===== config.mk =====
export PLATFORM = sky130hd
export DESIGN_NAME = reflet_irq_conditioner
export DESIGN_NICKNAME = d
export VERILOG_FILES = /design/src/rtl/reflet_irq_conditioner_pkg.sv /design/src/rtl/reflet_irq_sync.sv /design/src/rtl/reflet_irq_conditioner.sv
export SDC_FILE = /design/constraint.sdc
export NUM_CORES = 1
export LEC_CHECK = 0
export CORE_UTILIZATION = 52
export CTS_BUF_LIST = sky130_fd_sc_hd__clkbuf_8 sky130_fd_sc_hd__clkbuf_16
export DETAILED_ROUTE_END_ITERATION = 16
export DONT_BUFFER_PORTS = 1
export HOLD_SLACK_MARGIN = 0.15
export MAX_ROUTING_LAYER = met4
export PLACE_DENSITY = 0.74
export SYNTH_ARGS = -nofsm -noshare
export SYNTH_HDL_FRONTEND = slang
export SYNTH_SLANG_ARGS = --single-unit

===== constraint.sdc =====
create_clock -name clk -period 0.95 [get_ports clk]
set_clock_uncertainty 0.2 [all_clocks]
set_input_delay 0.095 -clock clk [delete_from_list [all_inputs] [get_ports clk]]
set_output_delay 0.095 -clock clk [all_outputs]
set_load 0.05 [all_outputs]

===== src/rtl/reflet_irq_conditioner_pkg.sv =====
// Shared constants for the reflet IRQ conditioner: line count, mode encodings, ack index width.
package reflet_irq_conditioner_pkg;

    localparam int unsigned IRQ_LINES = 4;
    localparam int unsigned ACK_ID_W  = 2;

    localparam logic IRQ_MODE_LEVEL = 1'b0;
    localparam logic IRQ_MODE_EDGE  = 1'b1;

endpackage


===== src/rtl/reflet_irq_sync.sv =====
// Parameterized-width, parameterized-depth flop chain with synchronous active-high reset.
module reflet_irq_sync #(
    parameter int unsigned width = 4,
    parameter int unsigned depth = 2
) (
    input  logic             clk,
    input  logic             reset,
    input  logic [width-1:0] din,
    output logic [width-1:0] dout
);

    logic [width-1:0] chain_q [depth];
    logic [width-1:0] chain_d [depth];

    always_comb begin
        chain_d[0] = din;
        for (int unsigned i = 1; i < depth; i++) begin
            chain_d[i] = chain_q[i-1];
        end
    end

    always_ff @(posedge clk) begin
        if (reset) begin
            for (int unsigned i = 0; i < depth; i++) begin
                chain_q[i] <= '0;
            end
        end else begin
            chain_q <= chain_d;
        end
    end

    assign dout = chain_q[depth-1];

endmodule


===== src/rtl/reflet_irq_conditioner.sv =====
// Conditions raw peripheral IRQ lines into per-line level/edge requests for reflet_interrupt.
// Define REFLET_IRQ_SYNC_EN to pass irq_raw through a sync_stages-deep synchronizer.
module reflet_irq_conditioner
    import reflet_irq_conditioner_pkg::*;
#(
    parameter int unsigned nb_lines    = IRQ_LINES,
    parameter int unsigned sync_stages = 2
) (
    input  logic                clk,
    input  logic                reset,
    input  logic [nb_lines-1:0] irq_raw,
    input  logic                cfg_we,
    input  logic [nb_lines-1:0] cfg_mode,
    input  logic                ack_valid,
    input  logic [ACK_ID_W-1:0] ack_id,
    output logic [nb_lines-1:0] ext_int,
    output logic [nb_lines-1:0] mode,
    output logic [nb_lines-1:0] overrun
);

`ifdef REFLET_IRQ_SYNC_EN
    localparam int unsigned SYNC_DEPTH = sync_stages;
`else
    localparam int unsigned SYNC_DEPTH = 1;
`endif

    if (sync_stages < 2) begin : g_bad_sync_stages
        $error("reflet_irq_conditioner: sync_stages must be >= 2");
    end
    if (nb_lines != IRQ_LINES) begin : g_bad_nb_lines
        $error("reflet_irq_conditioner: nb_lines must match reflet_interrupt.ext_int");
    end

    logic [nb_lines-1:0] sync_s;
    logic [nb_lines-1:0] s_prev_q, s_prev_d;
    logic [nb_lines-1:0] pend_q, pend_d;
    logic [nb_lines-1:0] mode_q, mode_d;
    logic [nb_lines-1:0] overrun_q, overrun_d;
    logic [nb_lines-1:0] rise_c, set_c, clr_c, chg_c, ovr_c;

    reflet_irq_sync #(
        .width (nb_lines),
        .depth (SYNC_DEPTH)
    ) u_sync (
        .clk   (clk),
        .reset (reset),
        .din   (irq_raw),
        .dout  (sync_s)
    );

    // Per-line set/clear terms: level lines track s, edge lines latch rises until acked.
    for (genvar g = 0; g < nb_lines; g++) begin : g_line
        logic ack_hit;
        assign ack_hit  = ack_valid && (ack_id == ACK_ID_W'(g));
        assign rise_c[g] = sync_s[g] & ~s_prev_q[g];
        assign chg_c[g]  = cfg_we && (cfg_mode[g] != mode_q[g]);
        assign set_c[g]  = (mode_q[g] == IRQ_MODE_EDGE) ? rise_c[g] : sync_s[g];
        assign clr_c[g]  = (mode_q[g] == IRQ_MODE_EDGE) ? ack_hit : ~sync_s[g];
        assign ovr_c[g]  = (mode_q[g] == IRQ_MODE_EDGE) && rise_c[g] && pend_q[g] && !ack_hit;
    end

    always_comb begin
        s_prev_d  = sync_s;
        mode_d    = cfg_we ? cfg_mode : mode_q;
        overrun_d = cfg_we ? '0 : (overrun_q | ovr_c);
        pend_d    = pend_q;
        for (int unsigned i = 0; i < nb_lines; i++) begin
            if (chg_c[i]) begin
                pend_d[i] = 1'b0;
            end else if (set_c[i]) begin
                pend_d[i] = 1'b1;
            end else if (clr_c[i]) begin
                pend_d[i] = 1'b0;
            end
        end
    end

    always_ff @(posedge clk) begin
        if (reset) begin
            s_prev_q  <= '0;
            pend_q    <= '0;
            mode_q    <= '0;
            overrun_q <= '0;
        end else begin
            s_prev_q  <= s_prev_d;
            pend_q    <= pend_d;
            mode_q    <= mode_d;
            overrun_q <= overrun_d;
        end
    end

    assign ext_int = pend_q;
    assign mode    = mode_q;
    assign overrun = overrun_q;

endmodule


# --- Word level (Yosys, flattened, before mapping) ---
# Index checks and enable logic that the tools add are counted.
op_classes:
  n_reduce_logical: 34
  magnitude_cmp: 0
  n_bitwise: 13
  shift: 0
  eq_ne: 7
  n_mux: 16
  mul: 0
  n_addsub: 0
  n_div: 0
op_table:
  columns: ["operator", "count"]
  rows:
  - ["1-bit logical AND", 20]
  - ["1-bit 2-to-1 mux", 16]
  - ["2-bit OR reduction", 5]
  - ["1-bit inverter", 8]
  - ["2-bit nonzero test", 4]
  - ["1-bit bitwise AND", 4]
  - ["2-bit equality test (second input constant)", 2]
  - ["1-bit zero test", 4]
  - ["1-bit inequality test", 4]
  - ["4-bit OR", 1]
  - ["2-bit by 1-bit equality test with 1-bit output (second input constant)", 1]
  - ["2-bit zero test", 1]
totals:
  latch_bits: 0
  n_memories: 0
  romBits: 0
  ram_bits: 0
  in_bits: 14
  ff_bits: 20
  elab_cells: 78
  output_inout_bits: 12

# --- Longest topological paths before layout ---
# Gate-level depths: netlist of run 1.
logic_depth:
  ltp_word: 6
  depth_mapped: 4
  depth_no_buf: 3

# --- Cells and area by module ---
# A second synthesis of run 1 with hierarchy kept.
hier_totals:
  cells_unflattened: 75
  hier_area_um2: 763.2
by_module_without_submodules:
  columns: ["module", "area_per_inst_um2", "cells_each", "n_inst", "seq_area_each_um2"]
  rows:
  - ["reflet_irq_conditioner", 658.1, 67, 1, 320.3]
  - ["reflet_irq_sync", 105.1, 8, 1, 80.1]

# --- Worst setup path before layout of run 1 ---
# OpenSTA, ideal clock, no wires.
synth_timing:
  kind: "register to register"
  start: "register mode_q[0], in the netlist mode[0]"
  end: "register pend_q[0], in the netlist ext_int[0]"
  arrival_time_ns: 1.156
  path_buffers: 0
  slack_ns: -0.502
  setup_time_ns: 0.095
  required_time_ns: 0.655
  period_less_slack_ns: 1.452
  path_stages_with_launch: 3
  cell_sequence: "dfxtp_1 > o311ai_2 > a221oi_1"
synth_between:
  elab_chain_len: 3
  elab_cells_between_ends: 7
  classes_between: "eq/ne (1); mux (3); reduce/logical (3)"
synth_lines:
  columns: ["item", "line_no", "source"]
  rows:
  - ["start: declaration", "reflet_irq_conditioner.sv:37", "logic [nb_lines-1:0] mode_q, mode_d;"]
  - ["start signal: assignment", "reflet_irq_conditioner.sv:87", "mode_q <= mode_d;"]
  - ["1-bit inequality test", "reflet_irq_conditioner.sv:56", "assign chg_c[g] = cfg_we && (cfg_mode[g] != mode_q[g]);"]
  - ["1-bit logical AND", "reflet_irq_conditioner.sv:56", null]
  - ["2-bit OR reduction (no source line)", null, null]
  - ["end signal: assignment", "reflet_irq_conditioner.sv:86", "pend_q <= pend_d;"]
  - ["end: declaration", "reflet_irq_conditioner.sv:36", "logic [nb_lines-1:0] pend_q, pend_d;"]
# Several ways; a longest one is shown, not always the timed one.
# A chain may end at the register's enable or synchronous reset.

# --- Final worst setup path of run 1 ---
layout_timing:
  start: "register mode_q[3], in the netlist mode[3]"
  end: "register pend_q[3], in the netlist ext_int[3]"
# The elaborated chain is that of the path after synthesis.

==> results_dict.tcl, run 1 <==
set metrics [dict create \
    die_width_um 40.5 \
    crit_fanout 3 \
    timing.hold.ws_ns -0.302 \
    finalMaxSlewViolations 0 \
    globalRouteOverflowTotal 0 \
    reg2reg_from "mode[3]" \
    drv_cap 0 \
    die_area_mm2 0.00164 \
    tritoncts "yes" \
    die_h_um 40.5 \
    clk_pin_slew_worst_paths_ns 0.08 \
    startpoint "mode[3]" \
    port_buffers 0 \
    critPathCaptureType "flip-flop" \
    cts.sinks 20 \
    ios 26 \
    start_kind "flip-flop" \
    place_ws_ns -0.105 \
    timing.final.crit_share 1.22 \
    placementRows 13 \
    fmax_ghz 0.861 \
    r2r_cells 4 \
    core_mm2 0.00133 \
    synth.cell_area_um2 769 \
    arrival_ns 1.12 \
    avgSynthCellArea_um2 10.3 \
    vias_per_cell 5.88 \
    drive_gt1_frac 0.469 \
    cts_hold_buf 4 \
    synth_top_area_frac 0.520 \
    grt_pass1_wl_mm 2.48 \
    synth_top_area_cell "dfxtp_1" \
    area_growth_pct 58.2 \
    violations "hold timing, setup timing" \
    total_power_mw 1.79 \
    clockBufferDepth 2 \
    hold_viol_final 16 \
    tightest_slew_ns 0.275 \
    start_util 0.577 \
    p_leak_nw 0.460 \
    cts_root_buf "clkbuf_8" \
    h-tree-depth 1 \
    drc 0 \
    antenna_found_initial 0 \
    drt_iter0_markers 18 \
    powerDensity_mw_per_mm2 1470 \
    setup_violations 19 \
    grt_use_total 0.246 \
    yosysSeqAreaShare 0.520 \
    vias 665 \
    r2r-end "ext_int[3]" \
    fin_nets 113 \
    synthesis.nets 89 \
    routedWlPerCell_um 22.0 \
    ys_types 17 \
    firstDrtPassIters 4 \
    post-route-min-period_ns 1.16 \
    slew_headroom 0.816 \
    peakVddDrop_mv 1.40 \
    synthCells 75 \
    hp-class "primary input to flip-flop" \
    crit_type "flip-flop to flip-flop" \
    worst_slack_ns -0.212 \
    antenna-diode-count 0 \
    fill_cells 46 \
    postRouteAntennaNets 0 \
    crit_required_ns 0.91 \
    place_congestion 0.709 \
    wirelength_mm 2.49 \
    rsz0062_at_grt "yes" \
    synth_area_leaders "dfxtp_1, nor2b_1, nand2_1" \
    reg2reg_slack_ns -0.21 \
    grt_max_degree 18 \
    ys_ff_latch 20 \
    numCtsBuffers 3 \
    crit_end "ext_int[3]" \
    insertion_delay_ns 0.25 \
    status "finished, violations left" \
    grt_pass1_vias 569 \
    synth_warnings 0 \
]
## repair_timing
action | 4_1_cts | 5_1_grt
endpoints found under the hold margin | 20 | 16
setup buffers | 1 | 0
resized for setup | 15 | 13
cloned | 0 | 0
setup endpoints to repair | 19 | 20
pin swaps | 4 | 5
## critical path: stages (launching register included)
cell      delay [ns]
dfxtp_4         0.35
buf_6           0.12
nand2_2         0.06
nand2_2         0.06
a221oi_2        0.27
## layout make-up
class	instances	area, µm²	share of cell area
sequential	20	438	0.360
clock buffer	4	55.1	0.0452
timing repair buffer	21	294	0.242
multi-input combinational	52	408	0.335
inverter	1	3.75	0.00308
tap	15	18.8	0.0154
## stage by stage
stage	TNS [ns]	utilization	cells	area, µm²	hold slack [ns]
after global routing	-2.86	0.913	113	1220	-0.317
after detailed placement	-0.361	0.749	104	998	-0.0450
after global placement	-0.172	0.749	104	998	-0.0455
final	-2.35	0.913	113	1220	-0.302
after floorplan	-0.545	-	75	820	-0.0334
after CTS	-2.02	0.868	113	1160	-0.310
## flip-flops by register name, indices dropped and copies added (netlist names)
name         cells
mode             4
u_sync.dout      4
ext_int          4
s_prev_q         4
overrun          4
## cells in the mapped netlist
cell type	instances
o211ai_1	1
nor2_4	1
inv_1	1
dfxtp_1	20
a221oi_1	3
buf_6	2
o21ai_1	4
nand3_1	2
xor2_1	4
nand3_2	1
nor2b_1	8
mux2i_1	4
a221oi_2	1
o311ai_2	1
nand3b_1	5
nor2_1	4
nand2_1	13
## layout by cell type, fill, tap and decap left out, drive strengths merged
cell,Yosys,layout
o211ai,1,1
clkbuf,0,4
nor2b,8,8
dlygate4sd3,0,4
a221oi,4,4
dfxtp,20,20
o21ai,4,4
inv,1,1
xor2,4,4
mux2i,4,4
nand3b,5,5
nand2,13,13
nor2,5,5
buf,2,17
nand3,3,3
o311ai,1,1
## cell families (layout without fill, tap and decap cells)
kind of cell	after synthesis	count (layout)	synth area share
buffers and inverters	3	26	0.0341
flip-flops	20	20	0.520
AO/OA/AOI/OAI	10	10	0.111
XOR/XNOR	4	4	0.0455
multiplexers	4	4	0.0520
AND/OR/NAND/NOR	34	34	0.237
## report_power, final
group / total [mW] / switching (mW) / internal, mW / leakage (nW)
combinational: 0.249 / 0.129 / 0.120 / 0.260
sequential: 0.903 / 0.0431 / 0.860 / 0.172
clock: 0.639 / 0.271 / 0.368 / 0.0288
total: 1.79 / 0.443 / 1.35 / 0.460
## routing by layer
layer | GRT usage | up-vias | wire, µm
li1 | - | 301 | -
met4 | 0.0750 | 0 | 67
met2 | 0.472 | 32 | 1380
met3 | 0.0500 | 8 | 115
met5 | - | - | 0
met1 | 0.241 | 324 | 923
## worst min path at each step
stage,cells past startpoint,end,slack (ns),start
6_report,1,ext_int[3],-0.30,reset
5_1_grt,1,mode[1],-0.32,reset
4_1_cts,1,ext_int[1],-0.31,reset
3_5_place_dp,1,ext_int[1],-0.04,reset
3_3_place_gp,1,ext_int[1],-0.05,reset
2_1_floorplan,1,s_prev_q[0],-0.03,reset
Power figures use the tool's default switching activity.
==> run 2, diff against run 1 <==
--- a/config.mk
+++ b/config.mk
@@ -11,7 +11,7 @@
 export DONT_BUFFER_PORTS = 1
 export HOLD_SLACK_MARGIN = 0.15
 export MAX_ROUTING_LAYER = met4
-export PLACE_DENSITY = 0.74
+export PLACE_DENSITY = 0.7
 export SYNTH_ARGS = -nofsm -noshare
 export SYNTH_HDL_FRONTEND = slang
 export SYNTH_SLANG_ARGS = --single-unit
==> run 2 against run 1 <==
  * Worst setup slack worse by 0.0040 ns
  * Critical endpoint is now mode[3]
  * The flow still finishes with violations (hold timing, setup timing)
  * Core utilization grew 2.3 points
  * Flip-flop and latch count unchanged
  * Combinational power up 2%
  * Clock power is 36% higher
  * Critical path depth decreased by 2
  * Sequential power rose by 0.4%
  * Largest cell class unchanged
  * Die area stayed put
  * Register-to-register slack improved by 0.02 ns
  * First-iteration DRC count is 22% lower
==> results_dict.tcl, run 2 (synthesized netlist as in run 1, its figures left out) <==
set metrics [dict create \
    wl_met3_um 137 \
    finalMaxSlewViolations 0 \
    die_area_mm2 0.00164 \
    crit_required_ns 0.65 \
    h-tree-depth 1 \
    post-route-min-period_ns 1.17 \
    worst_slack_ns -0.216 \
    insertion_delay_ns 0.27 \
    placementRows 13 \
    critPathCaptureType "output port" \
    fin_util 0.936 \
    die_h_um 40.5 \
    grt_use_total 0.270 \
    violations "hold timing, setup timing" \
    cts_hold_buf 4 \
    critical-path-max-stage-delay_ns 0.35 \
    port_buffers 0 \
    globalRouteOverflowTotal 0 \
    rsz0062_at_grt "yes" \
    fmax_ghz 0.858 \
    status "finished, violations left" \
    peakVddDrop_mv 1.45 \
    area_growth_pct 62.3 \
    grt_max_degree 18 \
    core_mm2 0.00133 \
    drv_cap 0 \
    dpl.cell_count 104 \
    die_width_um 40.5 \
    slew_headroom 0.785 \
    cts.sinks 20 \
    antenna-diode-count 0 \
    routedWlPerCell_um 22.2 \
    fin_tns_setup_ns -2.75 \
    arrival_ns 0.87 \
    antenna_found_initial 0 \
    fin_nets 115 \
    ios 26 \
    clk_pin_slew_worst_paths_ns 0.08 \
    cp_slowest_cell "dfxtp_4" \
    drc 0 \
    vias_per_cell 6.04 \
    grt_pass1_vias 638 \
    setup_violations 20 \
    clockBufferDepth 2 \
    hp-class "primary input to flip-flop" \
    fin_cells 115 \
    vias 695 \
    crit_type "flip-flop to output port" \
    tightest_slew_ns 0.320 \
    routed.top_layer "met4" \
    drt_iter0_markers 14 \
    wirelength_mm 2.56 \
    start_kind "flip-flop" \
    drive_gt1_frac 0.510 \
    hold_viol_final 16 \
    p_leak_nw 0.475 \
    met2RoutedLength_mm 1.34 \
    crit_fanout 2 \
    start_util 0.577 \
    powerDensity_mw_per_mm2 1630 \
    place_ws_ns -0.132 \
    postRouteAntennaNets 0 \
    place_congestion 0.673 \
    cts_root_buf "clkbuf_8" \
    grt_pass1_wl_mm 2.66 \
    firstDrtPassIters 4 \
    wl_met1_um 965 \
    path_cells "buf_6, buf_12" \
    timing.final.crit_share 1.23 \
    tritoncts "yes" \
    numCtsBuffers 3 \
    mostFrequentLayoutCells "nor2b_1, dfxtp_4, dfxtp_1" \
    timing.hold.ws_ns -0.328 \
]
==> run 2: changes by cell type in the layout (fill, tap and decap cells not counted), moves of 2 or more <==
cell / previous run / this run
buf_4: 2 / 4
nand2_1: 11 / 7
nand2_2: 2 / 6
o21ai_1: 1 / 3
o21ai_2: 3 / 1
==> run 2: worst paths after layout <==
kind / from / to / slack [ns] / cells after the start
worst max register to register: mode[2] / ext_int[2] / -0.19 / 2
worst min-delay path: reset / ext_int[3] / -0.33 / 1
worst min register to register: u_sync.dout[2] / s_prev_q[2] / 0.30 / 1
worst max-delay path: mode[3] / mode[3] / -0.22 / 2
==> run 2: final cells by class <==
| class | count | area (µm²) |
|---|---|---|
| clock buffers | 3 | 41.3 |
| flip-flops and latches | 20 | 435 |
| repair buffers | 23 | 309 |
| clock inverters | 1 | 30.0 |
| multi-input cells | 52 | 410 |
| inverters | 1 | 3.75 |
| well taps | 15 | 18.8 |
| fillers | 36 | 85.1 |
==> run 2: routing by layer <==
| metal | GRT usage | up-vias |
|---|---|---|
| met5 | - | - |
| met4 | 0.125 | 0 |
| met3 | 0.0944 | 10 |
| met2 | 0.484 | 43 |
| met1 | 0.252 | 335 |
| li1 | - | 307 |
==> run 2: per-stage QoR <==
step	area, µm²	total power [mW]
2_1_floorplan	820	1.05
3_3_place_gp	998	1.09
3_5_place_dp	998	1.09
4_1_cts	1200	1.99
5_1_grt	1250	2.07
6_report	1250	2.03
==> run 2: timing repair <==
| action | in CTS | in global routing |
|---|---|---|
| setup endpoints to repair | 19 | 19 |
| setup buffers | 2 | 1 |
| pin swaps | 4 | 8 |
| resized for setup | 18 | 11 |
| endpoints found under the hold margin | 20 | 16 |
==> run 2: power by group <==
| group | total [mW] | switching (mW) | internal, mW | leakage, nW |
|---|---|---|---|---|
| Clock | 0.872 | 0.309 | 0.563 | 0.0357 |
| Sequential | 0.907 | 0.0451 | 0.862 | 0.172 |
| Combinational | 0.255 | 0.129 | 0.125 | 0.268 |
| Total | 2.03 | 0.483 | 1.55 | 0.475 |
==> run 2: critical path, delay by kind of cell, from the launching register on <==
family	cells	cell delay (ns)
DFF	1	0.35
buffers and inverters	2	0.26
